**src/rtl/map_descriptor_receive_pkg.sv**
```systemverilog
// map_descriptor_receive_pkg: descriptor field widths and input FSM encoding
// shared with the host-receive lookup stage.
package map_descriptor_receive_pkg;
   localparam int TSNTAG_W = 48;
   localparam int BUFID_W  = 9;
   localparam int DESC_W   = TSNTAG_W + BUFID_W;
   typedef enum logic [1:0] {
      IDLE_S = 2'd0,
      ACK_S  = 2'd1
   } state_t;
endpackage

```
**src/rtl/map_descriptor_receive_if.sv**
```systemverilog
// map_descriptor_receive_if: descriptor write/ack side, FWFT pop side and statistics.
interface map_descriptor_receive_if
   import map_descriptor_receive_pkg::*;
#(
   parameter int DEPTH_LOG2 = 3,
   parameter int CNT_W      = 16
);
   logic [TSNTAG_W-1:0] iv_tsntag;
   logic [BUFID_W-1:0]  iv_bufid;
   logic                i_descriptor_wr;
   logic                o_descriptor_ack;
   logic [TSNTAG_W-1:0] ov_tsntag;
   logic [BUFID_W-1:0]  ov_bufid;
   logic                o_descriptor_valid;
   logic                i_descriptor_ready;
   logic [DEPTH_LOG2:0] ov_fifo_usedw;
   logic                o_fifo_full;
   logic [CNT_W-1:0]    ov_accept_cnt;
   logic [CNT_W-1:0]    ov_stall_cnt;
   modport slave (
      input  iv_tsntag, iv_bufid, i_descriptor_wr, i_descriptor_ready,
      output o_descriptor_ack, ov_tsntag, ov_bufid, o_descriptor_valid,
             ov_fifo_usedw, o_fifo_full, ov_accept_cnt, ov_stall_cnt
   );
   modport master (
      output iv_tsntag, iv_bufid, i_descriptor_wr, i_descriptor_ready,
      input  o_descriptor_ack, ov_tsntag, ov_bufid, o_descriptor_valid,
             ov_fifo_usedw, o_fifo_full, ov_accept_cnt, ov_stall_cnt
   );
endinterface

```
**src/rtl/map_descriptor_receive_fifo.sv**
```systemverilog
// desc_reg_fifo: register FIFO with first-word fall-through read and occupancy count.
module desc_reg_fifo #(
   parameter int W          = 57,
   parameter int DEPTH_LOG2 = 3
) (
   input  logic                i_clk,
   input  logic                i_rst_n,
   input  logic                i_push,
   input  logic [W-1:0]        iv_wdata,
   input  logic                i_pop,
   output logic [W-1:0]        ov_rdata,
   output logic [DEPTH_LOG2:0] ov_usedw,
   output logic                o_full,
   output logic                o_empty
);
   localparam int DEPTH = 1 << DEPTH_LOG2;
   logic [W-1:0]          mem [DEPTH];
   logic [DEPTH_LOG2-1:0] wptr, rptr;
   logic                  push_en, pop_en;
   assign o_full   = ov_usedw == (DEPTH_LOG2+1)'(DEPTH);
   assign o_empty  = ov_usedw == '0;
   assign push_en  = i_push && !o_full;
   assign pop_en   = i_pop && !o_empty;
   assign ov_rdata = mem[rptr];
   always_ff @(posedge i_clk or negedge i_rst_n) begin
      if (!i_rst_n) begin
         wptr     <= '0;
         rptr     <= '0;
         ov_usedw <= '0;
      end else begin
         wptr     <= wptr + DEPTH_LOG2'(push_en);
         rptr     <= rptr + DEPTH_LOG2'(pop_en);
         ov_usedw <= ov_usedw + (DEPTH_LOG2+1)'(push_en) - (DEPTH_LOG2+1)'(pop_en);
      end
   end
   always_ff @(posedge i_clk) begin
      if (push_en) mem[wptr] <= iv_wdata;
   end
endmodule

```
**src/rtl/map_descriptor_receive.sv**
```systemverilog
// map_descriptor_receive: acks lookup-stage descriptors, buffers them in a register
// FIFO and forwards them FWFT to the queue manager, counting accepts and stalls.
module map_descriptor_receive
   import map_descriptor_receive_pkg::*;
#(
   parameter int DEPTH_LOG2 = 3,
   parameter int CNT_W      = 16
) (
   input logic                     i_clk,
   input logic                     i_rst_n,
   map_descriptor_receive_if.slave bus
);
   state_t              state, state_nx;
   logic                ack, ack_nx;
   logic                push, stall, full, empty;
   logic [CNT_W-1:0]    accept_cnt, stall_cnt;
   logic [DESC_W-1:0]   head;
   logic [DEPTH_LOG2:0] usedw;
   // full comes from the registered occupancy, so a same-cycle pop cannot unblock a push
   assign push  = state == IDLE_S && bus.i_descriptor_wr && !full;
   assign stall = state == IDLE_S && bus.i_descriptor_wr && full;
   always_comb begin
      state_nx = push ? ACK_S : IDLE_S;
      ack_nx   = push;
   end
   always_ff @(posedge i_clk or negedge i_rst_n) begin
      if (!i_rst_n) begin
         state      <= IDLE_S;
         ack        <= 1'b0;
         accept_cnt <= '0;
         stall_cnt  <= '0;
      end else begin
         state      <= state_nx;
         ack        <= ack_nx;
         accept_cnt <= accept_cnt + CNT_W'(push);
         stall_cnt  <= stall_cnt + CNT_W'(stall);
      end
   end
   desc_reg_fifo #(.W(DESC_W), .DEPTH_LOG2(DEPTH_LOG2)) u_fifo (
      .i_clk    (i_clk),
      .i_rst_n  (i_rst_n),
      .i_push   (push),
      .iv_wdata ({bus.iv_tsntag, bus.iv_bufid}),
      .i_pop    (bus.i_descriptor_ready),
      .ov_rdata (head),
      .ov_usedw (usedw),
      .o_full   (full),
      .o_empty  (empty)
   );
   // head is forced to zero when empty so outputs read 0 out of reset
   assign {bus.ov_tsntag, bus.ov_bufid} = empty ? '0 : head;
   assign bus.o_descriptor_ack   = ack;
   assign bus.o_descriptor_valid = !empty;
   assign bus.ov_fifo_usedw      = usedw;
   assign bus.o_fifo_full        = full;
   assign bus.ov_accept_cnt      = accept_cnt;
   assign bus.ov_stall_cnt       = stall_cnt;
endmodule

```
**src/flat_wrapper.sv**
```systemverilog
// flat-port wrapper written by rule: the top's interface ports become plain ports
module map_descriptor_receive_flat import map_descriptor_receive_pkg::*;
#(
   parameter int DEPTH_LOG2 = 3,
   parameter int CNT_W      = 16
)
  (i_clk, i_rst_n, bus_iv_tsntag, bus_iv_bufid, bus_i_descriptor_wr, bus_i_descriptor_ready, bus_o_descriptor_ack, bus_ov_tsntag, bus_ov_bufid, bus_o_descriptor_valid, bus_ov_fifo_usedw, bus_o_fifo_full, bus_ov_accept_cnt, bus_ov_stall_cnt);
  map_descriptor_receive_if #(.DEPTH_LOG2(DEPTH_LOG2), .CNT_W(CNT_W)) bus_i ();
  input logic i_clk;
  input logic i_rst_n;
  input wire logic [$bits(bus_i.iv_tsntag)-1:0] bus_iv_tsntag;
  input wire logic [$bits(bus_i.iv_bufid)-1:0] bus_iv_bufid;
  input wire logic [$bits(bus_i.i_descriptor_wr)-1:0] bus_i_descriptor_wr;
  input wire logic [$bits(bus_i.i_descriptor_ready)-1:0] bus_i_descriptor_ready;
  output wire logic [$bits(bus_i.o_descriptor_ack)-1:0] bus_o_descriptor_ack;
  output wire logic [$bits(bus_i.ov_tsntag)-1:0] bus_ov_tsntag;
  output wire logic [$bits(bus_i.ov_bufid)-1:0] bus_ov_bufid;
  output wire logic [$bits(bus_i.o_descriptor_valid)-1:0] bus_o_descriptor_valid;
  output wire logic [$bits(bus_i.ov_fifo_usedw)-1:0] bus_ov_fifo_usedw;
  output wire logic [$bits(bus_i.o_fifo_full)-1:0] bus_o_fifo_full;
  output wire logic [$bits(bus_i.ov_accept_cnt)-1:0] bus_ov_accept_cnt;
  output wire logic [$bits(bus_i.ov_stall_cnt)-1:0] bus_ov_stall_cnt;
  assign bus_i.iv_tsntag = bus_iv_tsntag;
  assign bus_i.iv_bufid = bus_iv_bufid;
  assign bus_i.i_descriptor_wr = bus_i_descriptor_wr;
  assign bus_i.i_descriptor_ready = bus_i_descriptor_ready;
  assign bus_o_descriptor_ack = bus_i.o_descriptor_ack;
  assign bus_ov_tsntag = bus_i.ov_tsntag;
  assign bus_ov_bufid = bus_i.ov_bufid;
  assign bus_o_descriptor_valid = bus_i.o_descriptor_valid;
  assign bus_ov_fifo_usedw = bus_i.ov_fifo_usedw;
  assign bus_o_fifo_full = bus_i.o_fifo_full;
  assign bus_ov_accept_cnt = bus_i.ov_accept_cnt;
  assign bus_ov_stall_cnt = bus_i.ov_stall_cnt;
  map_descriptor_receive #(.DEPTH_LOG2(DEPTH_LOG2), .CNT_W(CNT_W)) u_core (.i_clk(i_clk), .i_rst_n(i_rst_n), .bus(bus_i));
endmodule
```
**config.mk**
```make
export PLATFORM = sky130hd
export DESIGN_NAME = map_descriptor_receive_flat
export DESIGN_NICKNAME = d
export VERILOG_FILES = /design/src/rtl/map_descriptor_receive_pkg.sv /design/src/rtl/map_descriptor_receive_if.sv /design/src/rtl/map_descriptor_receive_fifo.sv /design/src/rtl/map_descriptor_receive.sv /design/src/flat_wrapper.sv
export SDC_FILE = /design/constraint.sdc
export NUM_CORES = 1
export LEC_CHECK = 0
export CAP_MARGIN = 15
export CORE_AREA = 8 8 146 251
export CTS_BUF_LIST = sky130_fd_sc_hd__clkbuf_4 sky130_fd_sc_hd__clkbuf_8 sky130_fd_sc_hd__clkbuf_16
export CTS_CLUSTER_DIAMETER = 40
export DETAILED_ROUTE_END_ITERATION = 12
export DIE_AREA = 0 0 154 259
export GPL_TIMING_DRIVEN = 0
export PLACE_DENSITY = 0.8
export RECOVER_POWER = 25
export REMOVE_ABC_BUFFERS = 1
export SYNTH_ARGS = -nofsm -noshare
export SYNTH_HDL_FRONTEND = slang
export SYNTH_SLANG_ARGS = --single-unit
```
**constraint.sdc**
```tcl
create_clock -name i_clk -period 9.54 [get_ports i_clk]
set_input_delay 0.954 -clock i_clk [delete_from_list [all_inputs] [get_ports i_clk]]
set_output_delay 0.954 -clock i_clk [all_outputs]
set_load 0.05 [all_outputs]
```
==> reports/metrics.yaml <==
outcome: "complete, but fails checks"
violations: "max-capacitance violations, max-slew violations"
wire_per_inst_um: 25.6
cts_tree: "done"
place.gp.congestion: 0.743
routed_wl_um: 38600
synth_cell_types: 29
ys_async_sr_fraction: 0.0862
post_cts_buffers: 0
endpoint_kind: "primary output"
area_delta_synth_final_pct: 21.1
die_x_um: 154
fin_ws_ns: 5.10
hold_viol: 0
stdcell_count: 1511
crit_path_max_fanout: 43
rsz0062_at_grt: "no"
htree_num_levels: 2
leakagePower_nw: 7.81
cp-start-kind: "register"
yosys.area.top_type: "edfxtp_1"
hold_class: "input port to asynchronous set/reset pin"
antenna_left: 0
crit_type: "register to primary output"
synth-seq-area-share: 0.777
core_area_mm2: 0.0333
grt_use_total: 0.197
viasPerCell: 6.08
die_area_mm2: 0.0399
path_clk_slew_ns: 0.07
max_cap_violations: 1
pre_cts_slack_ns: 5.59
overflow: 0
clk-insertion-delay-late_ns: 0.54
yosysTopAreaCellShare: 0.721
crit_arrival_ns: 3.48
yosysMostFrequentCell: "edfxtp_1"
cp.required_ns: 8.59
io_pins: 157
setup_viol: 0
clock_skew_ns: 0.00891
synthTopCellsByCount: "edfxtp_1 (456), mux4_2 (114), a22o_1 (57)"
reg2reg_depth: 8
holdWs_ns: 0.345
syn_inst: 841
hold_buffers: 0
syn_area_mm2: 0.0190
port_buffers: 156
initial_utilization: 0.571
synthTopCellsByArea: "edfxtp_1 (72%), mux4_2 (14%), dfrtp_1 (5.7%), a22o_1 (2.6%), xor2_1 (0.88%)"
cts_resized: 0
drcViolationCount: 0
grt_pass1_vias: 9858
grt_first_pass_wirelength_um: 59400
ir_worst_vdd_mv: 0.290
cts_buffer_depth: 3
synth_warnings: 0
antenna_found_initial: 6
tightest_slew_ns: 1.83
layout.nets: 1143
first_pass_iters: 4
synth-edff-count: 456
dp_cells: 1432
root_buffer: "clkbuf_16"
synth_seq_cells: 499
power_density_mw_per_mm2: 325
cts_num_sinks: 499
drtIter0Drc: 550
chipHeight_um: 259
synthFlopType: "edfxtp_1"
row_count: 89
grt_max_degree: 59
vias: 9193
relSlewSlack: -0.220
fin_crit_sh: 0.465
layout_min_cycle_time_ns: 4.44
startpoint: "u_core.u_fifo.rptr[0]$_DFF_PN0_"
r2r-start: "u_core.u_fifo.ov_usedw[2]$_DFF_PN0_"
drive_gt1_frac: 0.235
drv_slew: 35
cts-buffers-inserted: 44
hpwl_um: 25000
fmax_ghz: 0.225
syn_avg_cell_area_um2: 22.6
## sequential cells by signal, summed over array words and instances (netlist names)
register and cells:
u_core.bus.ov_stall_cnt 16, u_core.u_fifo.ov_usedw 4, u_core.state 1, u_core.bus.ov_accept_cnt 16
u_core.u_fifo.rptr 3, u_core.u_fifo.wptr 3, u_core.u_fifo.mem 456
## report_power, final
group / internal [W] / leakage [nW] / switching (W)
clock: 0.000930 / 0.674 / 0.000743
combinational: 0.00122 / 2.47 / 0.00178
sequential: 0.00266 / 4.66 / 0.000156
## metal layers
metal / vias to the layer above / wire [um] / global-route usage
li1: 3986 / - / -
met1: 4840 / 15000 / 0.245
met2: 298 / 20400 / 0.343
met3: 67 / 2170 / 0.0403
met4: 2 / 987 / 0.0645
met5: - / 13 / 0
## final cells by class
| class | count | area (um2) |
|---|---|---|
| sequential | 499 | 14800 |
| fill | 2004 | 10300 |
| multi-input combinational | 290 | 3990 |
| timing repair buffer | 222 | 2330 |
| clock buffer | 56 | 1210 |
| tap | 409 | 512 |
| clock inverter | 21 | 156 |
| inverter | 12 | 45.0 |
| antenna | 2 | 5.00 |
## through the flow
stage / cell area [um2] / TNS, ns / utilization / total power, W
after floorplan: 18700 / 0 / - / 0.00497
after detailed placement: 21700 / 0 / 0.651 / 0.00591
after global routing: 23000 / 0 / 0.691 / 0.00777
after global placement: 20800 / -930.57 / 0.625 / 0.00600
final: 23000 / 0 / 0.691 / 0.00749
after CTS: 23000 / 0 / 0.692 / 0.00759
## critical path: stages, from the launching register on
cell,delay (ns)
dfrtp_4,0.93
buf_16,0.36
mux4_2,0.59
a22o_1,0.27
clkdlybuf4s50_1,0.71
## worst paths after layout
check | endpoint | slack, ns
min in group i_clk | u_core.bus.ov_accept_cnt[15]$_DFF_PN0_ | 0.48
min reg2reg | u_core.bus.ov_accept_cnt[15]$_DFF_PN0_ | 0.48
max in group asynchronous | u_core.u_fifo.rptr[0]$_DFF_PN0_ | 6.87
max reg2reg | u_core.u_fifo.mem[2][17]$_DFFE_PP_ | 6.44
max | bus_ov_bufid[7] | 5.10
min | u_core.bus.ov_stall_cnt[8]$_DFF_PN0_ | 0.35
## cells in the final DEF, fill, tap and decap left out, types with 19 or more instances in the layout
| master | instances |
|---|---|
| edfxtp_1 | 456 |
| clkdlybuf4s50_1 | 121 |
| mux4_2 | 114 |
| a22o_1 | 57 |
| clkbuf_16 | 45 |
| dfrtp_1 | 41 |
| dlygate4sd3_1 | 34 |
| buf_4 | 27 |
| buf_6 | 26 |
| nand3_1 | 20 |
| xor2_1 | 19 |
## cell families (layout without fill, tap and decap cells)
group / count (synthesis) / in the layout / share of synthesized area
other: 0 / 2 / 0
muxes: 114 / 114 / 0.135
buffers and inverters: 52 / 311 / 0.0159
and+or+nand+nor: 70 / 70 / 0.0203
AOI/OAI and AO/OA: 59 / 59 / 0.0269
adders and majority gates: 13 / 13 / 0.00895
DFF: 499 / 499 / 0.777
xor gates and xnor gates: 34 / 34 / 0.0157
Power figures use the tool's default switching activity.
